**src/rtl/shift_pkg.sv**
```systemverilog
// Shared encodings for the iterative shift unit: shift modes and controller states.
package shift_pkg;

    typedef enum logic [1:0] {
        SH_SLL = 2'b00,
        SH_SRL = 2'b01,
        SH_SRA = 2'b10,
        SH_ROR = 2'b11
    } shOp_e;

    typedef enum logic [1:0] {
        IDLE = 2'b00,
        BUSY = 2'b01,
        DONE = 2'b10
    } state_e;

endpackage

```
**src/rtl/shift_step.sv**
```systemverilog
// Combinational single-step shifter: moves acc by k (0..STEP) positions per op.
// Built as a binary mux chain on the bits of k.
module shift_step
    import shift_pkg::*;
#(
    parameter  int WIDTH = 32,
    parameter  int STEP  = 4,
    localparam int KW    = $clog2(STEP + 1)
) (
    input  logic [WIDTH-1:0] acc,
    input  logic [KW-1:0]    k,
    input  shOp_e            op,
    input  logic             sign,
    output logic [WIDTH-1:0] res
);

    function automatic logic [WIDTH-1:0] shiftBy(input logic [WIDTH-1:0] v, input int amt,
                                                 input shOp_e mode, input logic fill);
        logic [WIDTH-1:0] ones;
        logic [WIDTH-1:0] r;
        ones = '1;
        r    = v;
        case (mode)
            SH_SLL:  r = v << amt;
            SH_SRL:  r = v >> amt;
            // SRA fills from the sign latched at acceptance, not the running MSB
            SH_SRA:  r = (v >> amt) | (fill ? ~(ones >> amt) : '0);
            SH_ROR:  r = (v >> amt) | (v << (WIDTH - amt));
            default: r = v;
        endcase
        return r;
    endfunction

    logic [WIDTH-1:0] stages [KW+1];

    assign stages[0] = acc;

    for (genvar s = 0; s < KW; s++) begin : gStage
        assign stages[s+1] = k[s] ? shiftBy(stages[s], 1 << s, op, sign) : stages[s];
    end

    assign res = stages[KW];

endmodule

```
**src/rtl/iter_shifter.sv**
```systemverilog
// Multi-cycle variable shifter: advances up to STEP bits per clock with
// valid/ready handshakes on request and result sides.
module iter_shifter
    import shift_pkg::*;
#(
    parameter  int WIDTH = 32,
    parameter  int STEP  = 4,
    localparam int SW    = $clog2(WIDTH),
    localparam int KW    = $clog2(STEP + 1)
) (
    input  logic             clk,
    input  logic             rst_n,
    input  logic             in_valid,
    output logic             in_ready,
    input  logic [WIDTH-1:0] in_data,
    input  logic [SW-1:0]    in_shamt,
    input  logic [1:0]       in_op,
    output logic             out_valid,
    input  logic             out_ready,
    output logic [WIDTH-1:0] out_data,
    output logic             busy
);

    localparam logic [SW:0] STEP_EXT = (SW + 1)'(STEP);

    state_e           state, nextState;
    logic [WIDTH-1:0] acc, outData, stepped;
    logic [SW-1:0]    rem, remNext, kSw;
    logic [KW-1:0]    k;
    shOp_e            op;
    logic             sign;

    // kSw never exceeds rem, so it always fits in SW bits
    assign kSw     = ({1'b0, rem} <= STEP_EXT) ? rem : SW'(STEP);
    assign k       = KW'(kSw);
    assign remNext = rem - kSw;

    shift_step #(.WIDTH(WIDTH), .STEP(STEP)) uStep (
        .acc  (acc),
        .k    (k),
        .op   (op),
        .sign (sign),
        .res  (stepped)
    );

    always_ff @(posedge clk or negedge rst_n) begin
        if (!rst_n) state <= IDLE;
        else        state <= nextState;
    end

    always_comb begin
        nextState = state;
        case (state)
            IDLE:    if (in_valid) nextState = (in_shamt == '0) ? DONE : BUSY;
            BUSY:    if (remNext == '0) nextState = DONE;
            DONE:    if (out_ready) nextState = IDLE;
            default: nextState = IDLE;
        endcase
    end

    always_comb begin
        in_ready  = (state == IDLE);
        out_valid = (state == DONE);
        busy      = (state != IDLE);
    end

    // outData is only written on entry to DONE so it holds through IDLE
    always_ff @(posedge clk or negedge rst_n) begin
        if (!rst_n) begin
            acc     <= '0;
            rem     <= '0;
            op      <= SH_SLL;
            sign    <= 1'b0;
            outData <= '0;
        end else if (state == IDLE && in_valid) begin
            acc  <= in_data;
            rem  <= in_shamt;
            op   <= shOp_e'(in_op);
            sign <= in_data[WIDTH-1];
            if (in_shamt == '0) outData <= in_data;
        end else if (state == BUSY) begin
            acc <= stepped;
            rem <= remNext;
            if (remNext == '0) outData <= stepped;
        end
    end

    assign out_data = outData;

endmodule

```
**config.mk**
```make
export PLATFORM = sky130hd
export DESIGN_NAME = iter_shifter
export DESIGN_NICKNAME = d
export VERILOG_FILES = /design/src/rtl/shift_pkg.sv /design/src/rtl/shift_step.sv /design/src/rtl/iter_shifter.sv
export SDC_FILE = /design/constraint.sdc
export NUM_CORES = 1
export LEC_CHECK = 0
export BUFFER_PORTS_ARGS = -buffer_cell sky130_fd_sc_hd__clkbuf_2
export CORE_MARGIN = 4
export CORE_UTILIZATION = 30
export CTS_BUF_LIST = sky130_fd_sc_hd__clkbuf_4
export DETAILED_ROUTE_END_ITERATION = 8
export HOLD_SLACK_MARGIN = 0.08
export PLACE_DENSITY_LB_ADDON = 0.15
export SYNTH_ARGS = -nofsm -noshare
export SYNTH_HDL_FRONTEND = slang
export SYNTH_SLANG_ARGS = --single-unit
```
**constraint.sdc**
```tcl
create_clock -name clk -period 4.3 [get_ports clk]
set_clock_uncertainty 0.2 [all_clocks]
set_input_delay 0.215 -clock clk [delete_from_list [all_inputs] [get_ports clk]]
set_output_delay 0.215 -clock clk [all_outputs]
set_load 0.05 [all_outputs]
```
**Word-level counts from Yosys, hierarchy flattened**

Index checks and enable logic that the tools add are counted.

- Register bits: 74
- Bits of input ports: 43

- Bitwise gates (word level): 6
- Reduce and logical (&&, ||, !) cells: 10
- Add/sub/neg operators: 1
- $lt $le $gt $ge: 1
- Eq/ne operators: 9
- Muxes and demuxes: 23

Operators with widths:

| operator | count |
|---|---|
| $mux 32 | 12 |
| $pmux 32 s4 | 3 |
| $or 28x32->32 | 2 |
| $or 30x32->32 | 2 |
| $or 31x32->32 | 2 |
| $mux 5 | 3 |
| $logic_not 5->1 | 2 |
| $mux 2 | 4 |
| $eq 2x2->1 const B | 3 |
| $pmux 2 s3 | 1 |
| $reduce_and 3->1 | 2 |
| $reduce_bool 2->1 | 3 |
| $le 5x3->1 const B | 1 |
| $sub 5x5->5 | 1 |
| $eq 2x1->1 const B | 2 |
| $logic_not 2->1 | 2 |
| $ne 2x1->1 const B | 2 |
| $ne 2x2->1 const B | 2 |
| $logic_and 1x1->1 | 1 |

**Depth between registers and ports, before layout**

- Depth in word-level cells: 13
- Mapped depth: 12

**Modules after synthesis**

From an unflattened synthesis, not the netlist that was laid out.

- Cells, all modules: 726
- Area, all modules: 6333.6 sq um

By module, submodules not included:

| module | cells each | seq. area each (sq um) | instances | area an instance (sq um) |
|---|---|---|---|---|
| iter_shifter | 316 | 1851.8 | 1 | 3450.8 |
| shift_step | 410 | 0.0 | 1 | 2882.8 |

**Least setup slack after synthesis**

OpenSTA, ideal clock, no wires.

- Path type: reg2reg
- Start point: register rem[2]
- End point: register outData[23] (netlist: out_data[23])
- Library setup time: 0.125 ns
- Slack: 1.173 ns
- Arrival time: 2.803 ns
- Data required time: 3.975 ns
- Stages on the path, launching flop included: 12
- Path through: dfrtp_1 or3_1 clkbuf_1 clkbuf_1 nand2_1 ha_1 or2_2 a221oi_1 nor4_1 a21oi_2 buf_2 mux2_2

- Cells in the longest elaborated chain, start to end: 12
- Elaborated cells between the ends (all ways): 18

Ends and longest elaborated chain:

| element | RTL line | RTL |
|---|---|---|
| start: declaration | iter_shifter.sv:28 | `logic [SW-1:0] rem, remNext, kSw;` |
| start signal: assignment | iter_shifter.sv:77 | `rem <= in_shamt;` |
| start signal: assignment | iter_shifter.sv:83 | `rem <= remNext;` |
| $le 5x3->1 | iter_shifter.sv:34 | `assign kSw = ({1'b0, rem} <= STEP_EXT) ? rem : SW'(STEP);` |
| $mux 5 | iter_shifter.sv:34 |  |
| $mux 32 | shift_step.sv:39 | `assign stages[s+1] = k[s] ? shiftBy(stages[s], 1 << s, op, sign) : stages[s];` |
| $or 30x32->32, on equally long branches | shift_step.sv:28, shift_step.sv:27 |  |
| $pmux 32 s4 | shift_step.sv:23 | `case (mode)` |
| $mux 32 | shift_step.sv:39 |  |
| $or 28x32->32, on equally long branches | shift_step.sv:28, shift_step.sv:27 |  |
| $pmux 32 s4 | shift_step.sv:23 |  |
| $mux 32 | shift_step.sv:39 |  |
| $mux 32 | iter_shifter.sv:84 | `if (remNext == '0) outData <= stepped;` |
| $mux 32 | iter_shifter.sv:81 | `end else if (state == BUSY) begin` |
| $mux 32 | iter_shifter.sv:75 | `end else if (state == IDLE && in_valid) begin` |
| end signal: assignment | iter_shifter.sv:80 | `if (in_shamt == '0) outData <= in_data;` |
| end signal: assignment | iter_shifter.sv:84 |  |
| end: declaration | iter_shifter.sv:27 | `logic [WIDTH-1:0] acc, outData, stepped;` |

Parallel ways exist; a longest one is shown, timed or not. The select of a mux whose other input is x is not followed.
A chain may end at the register's enable or synchronous reset.

**Worst setup path after layout**

- Start point: register rem[3]
- End point: register acc[6]

- Cells in the longest elaborated chain, start to end: 11
- Elaborated cells between the ends (all ways): 13

Ends and longest elaborated chain:

| element | RTL line | RTL |
|---|---|---|
| $le 5x3->1 * | iter_shifter.sv:34 |  |
| $mux 5 * | iter_shifter.sv:34 |  |
| $mux 32 | shift_step.sv:39 |  |
| $or 30x32->32, on equally long branches | shift_step.sv:28, shift_step.sv:27 |  |
| $pmux 32 s4 | shift_step.sv:23 |  |
| $mux 32 | shift_step.sv:39 |  |
| $or 28x32->32, on equally long branches | shift_step.sv:28, shift_step.sv:27 |  |
| $pmux 32 s4 | shift_step.sv:23 |  |
| $mux 32 * | shift_step.sv:39 |  |
| $mux 32 * | iter_shifter.sv:81 |  |
| $mux 32 * | iter_shifter.sv:75 |  |
| end signal: assignment | iter_shifter.sv:76 | `acc <= in_data;` |
| end signal: assignment | iter_shifter.sv:82 | `acc <= stepped;` |
| end: declaration | iter_shifter.sv:27 |  |

Every way passes the cells marked *; elsewhere a longest branch is shown, timed or not. The select of a mux whose other input is x is not followed.

==> reports/qor.txt <==
Final setup viols -> 0
gpl congestion -> 0.9015
Initial DRC Count -> 808
initial antenna violation count -> 1
Setup WS post-layout -> 909.8 ps
Layout area overhead -> 19.93%
drc violations -> 0
most used cell, CP -> a21oi_1
Critical Path AT -> 3600 ps
FILL cells -> 1905
family with the most delay on the worst path -> simple AND/OR/NAND/NOR gates
Adder-Cell Fraction of Synth Area -> 0.2239%
Routed Antenna Nets -> 0
CP cell instances -> or4b_2 > buf_4 > mux2i_1 > a211oi_1 > a21oi_1 > a21oi_1 > mux2_2
first-pass GRT wire length -> 34820 um
Synth Area in Compound Gates -> 29.04%
area of the multi-input gates -> 3398 um2
Finished Core Util -> 36.93%
detailed placer's ending HPWL -> 15490 um
post-route insts no fill -> 1027
Die W -> 144.5 um
period utilization -> 78.84%
Die Y -> 144.5 um
Pwr Density -> 878.1 nW/um2
PortBufs -> 77
flops & latches, synth -> 74
RSZ-0062 raised after global routing -> no
worst rel slew slack -> 30.16%
Fin. Hold Viols -> 0
grt ovf -> 0
Max FO, Critical Path -> 19
ratio of cells with drive above 1 in the final layout -> 20.45%
H-tree depth -> 3
synth warn -> 0
Mapped Cells -> 708
core area -> 18150 um2
status -> finished, final reports clean
FP Rows -> 49
wire length per cell -> 21.24 um
worst path required time -> 4510 ps
Worst Hold Class -> input port to register
# IOs -> 78
Syn Area/Cell -> 7.892 um2
Seq/Total Area, Yosys -> 33.14%
clk slew on worst S/H paths -> 120 ps
Worst Setup End Kind -> register
largest family of logic cells by synthesized area -> compound AO/OA/AOI/OAI gates
Main synth FF type -> dfrtp_1
Vias -> 6025
WS Path Type -> register to register
mux share of post-synthesis cell area -> 9.360%
Post-Route WL -> 21810 um
overall global routing resource usage -> 21.49%
Post-synth EDFFs -> 0
Leak -> 2.819 nW
slowest cell on the critical path -> or4b_2
Die ar. -> 20870 um2
WP buf/inv -> 1
Min Clock Period, post-route -> 3390 ps
setup TNS -> 0 ps
post-synthesis simple-gate area fraction -> 21.36%
Netlist Area Pre-Place -> 5588 um2
CTS tree -> done
clk_lat worst skew -> 470 ps
XOR/XNOR Fraction of Synth Area -> 0.3135%
vias per inst -> 5.867
initial core utilization -> 30.79%
clk sinks -> 74
post-synth net total -> 752
Post-Layout Inst Area -> 6701 um2
Root Driver -> clkbuf_4
Slew Viols, Final -> 0
Clock Path Buffers -> 2
maximum vdd drop -> 301.4 uV
Worst path max stage delay -> 1020 ps
number of global-route vias before repair -> 6094
maxcap violations -> 0
Inst Count DP -> 969
f_max -> 295.0 MHz
fin nets -> 836
Unique masters post-synth -> 68
Sequential cell area -> 1852 um2
pin count of the biggest net entering global routing -> 75
Num CTS Buffers -> 9
Post-Place Cell Area -> 6185 um2
Pre-antenna DRT Iters -> 7
crit start category -> register
Setup Slack @ Placement -> 962.5 ps
Worst-Margin Slew -> 1044 ps
share of flip-flops with an asynchronous set or reset -> 100.0%
[repair_timing]
action / in CTS / in global routing
gates resized for setup: 0 / 0
hold endpoints to repair: 146 / 0
setup buffers: 0 / 0
hold buffers: 41 / 0
[worst paths after layout]
path                         startpoint            to  slack [ps]  cells past startpoint
setup / recovery                 rem[3]        acc[6]         910                      7
hold / removal                 in_valid        rem[1]         140                      4
setup reg to reg                 rem[3]        acc[6]         910                      7
hold reg to reg            out_data[12]  out_data[12]         290                      2
min in group asynchronous         rst_n  out_data[11]         240                      2
max in group asynchronous         rst_n   out_data[6]        3030                      2
[layer usage]
metal / track usage (%) / vias up / share of wire (%)
met5: 0 / - / 0
met4: 7.511 / 0 / 2.5
met3: 3.671 / 45 / 6.7
met2: 32.72 / 293 / 44
met1: 30.76 / 2898 / 47
li1: - / 2789 / -
[where the power goes]
part	switching, W	leakage (nW)	internal [W]
Sequential	0.000613	0.920	0.00103
Combinational	0.00245	1.84	0.00141
Clock	0.000255	0.0631	0.000124
[synth_stat cells, types with 11 or more instances]
master	number	area [um2]
buf_2	22	110.1
a31oi_1	25	156.4
a311oi_1	13	113.9
a21oi_1	42	210.2
nand2_1	124	465.5
nor2_1	64	240.2
a211oi_1	18	135.1
mux2_2	18	202.7
nor3_1	11	55.05
o31ai_1	12	90.09
dfrtp_1	74	1852
clkbuf_1	41	153.9
o21ai_0	52	260.3
mux2i_1	14	140.1
nand3_1	26	130.1
[sequential cells by signal, indices dropped and copies added, names as in the netlist]
name / cells
op: 2
rem: 5
acc: 32
state: 2
sign: 1
out_data: 32
[cell usage in the layout (no fill, tap or decap), drive strengths merged, types with 14 or more instances in the layout]
cell type,synthesis,layout
a21oi,44,44
nand3,26,26
nand2,124,124
buf,32,30
o21ai,54,54
a211oi,18,18
a31oi,25,25
dlygate4sd3,0,41
dfrtp,74,74
mux2i,14,14
clkbuf,42,87
mux2,18,18
nor2,64,64
[tightest hold or removal path: stages]
cell and delay (ps):
clkbuf_2 120, nor2b_1 170, a22oi_1 180, o21ai_0 90
[kinds of logic (layout without fill, tap and decap cells)]
kind of cell	after synthesis	count (layout)
flops	74	74
other cells	1	2
buf+inv	82	171
fa+ha+maj	1	1
simple gates	267	267
mux	40	40
compound gates	241	241
xor+xnor	2	2
[cell type report]
class	count	area share [%]
flip-flops and latches	74	27.63
repair buffers	147	15.35
inverters	8	0.4481
well taps	229	4.276
multi-input cells	552	50.71
clock inverters	5	0.3174
clock buffers	11	1.232
diodes	1	0.03734
[metrics by stage]
stage	hold slack, ps	power [W]
5_1_grt	163.7	0.006354
3_3_place_gp	211.4	0.005414
2_1_floorplan	-280.6	0.004271
6_report	142.1	0.005884
4_1_cts	95.22	0.005861
3_5_place_dp	217.1	0.005427
Note: power is estimated with default switching activity, not from simulation.
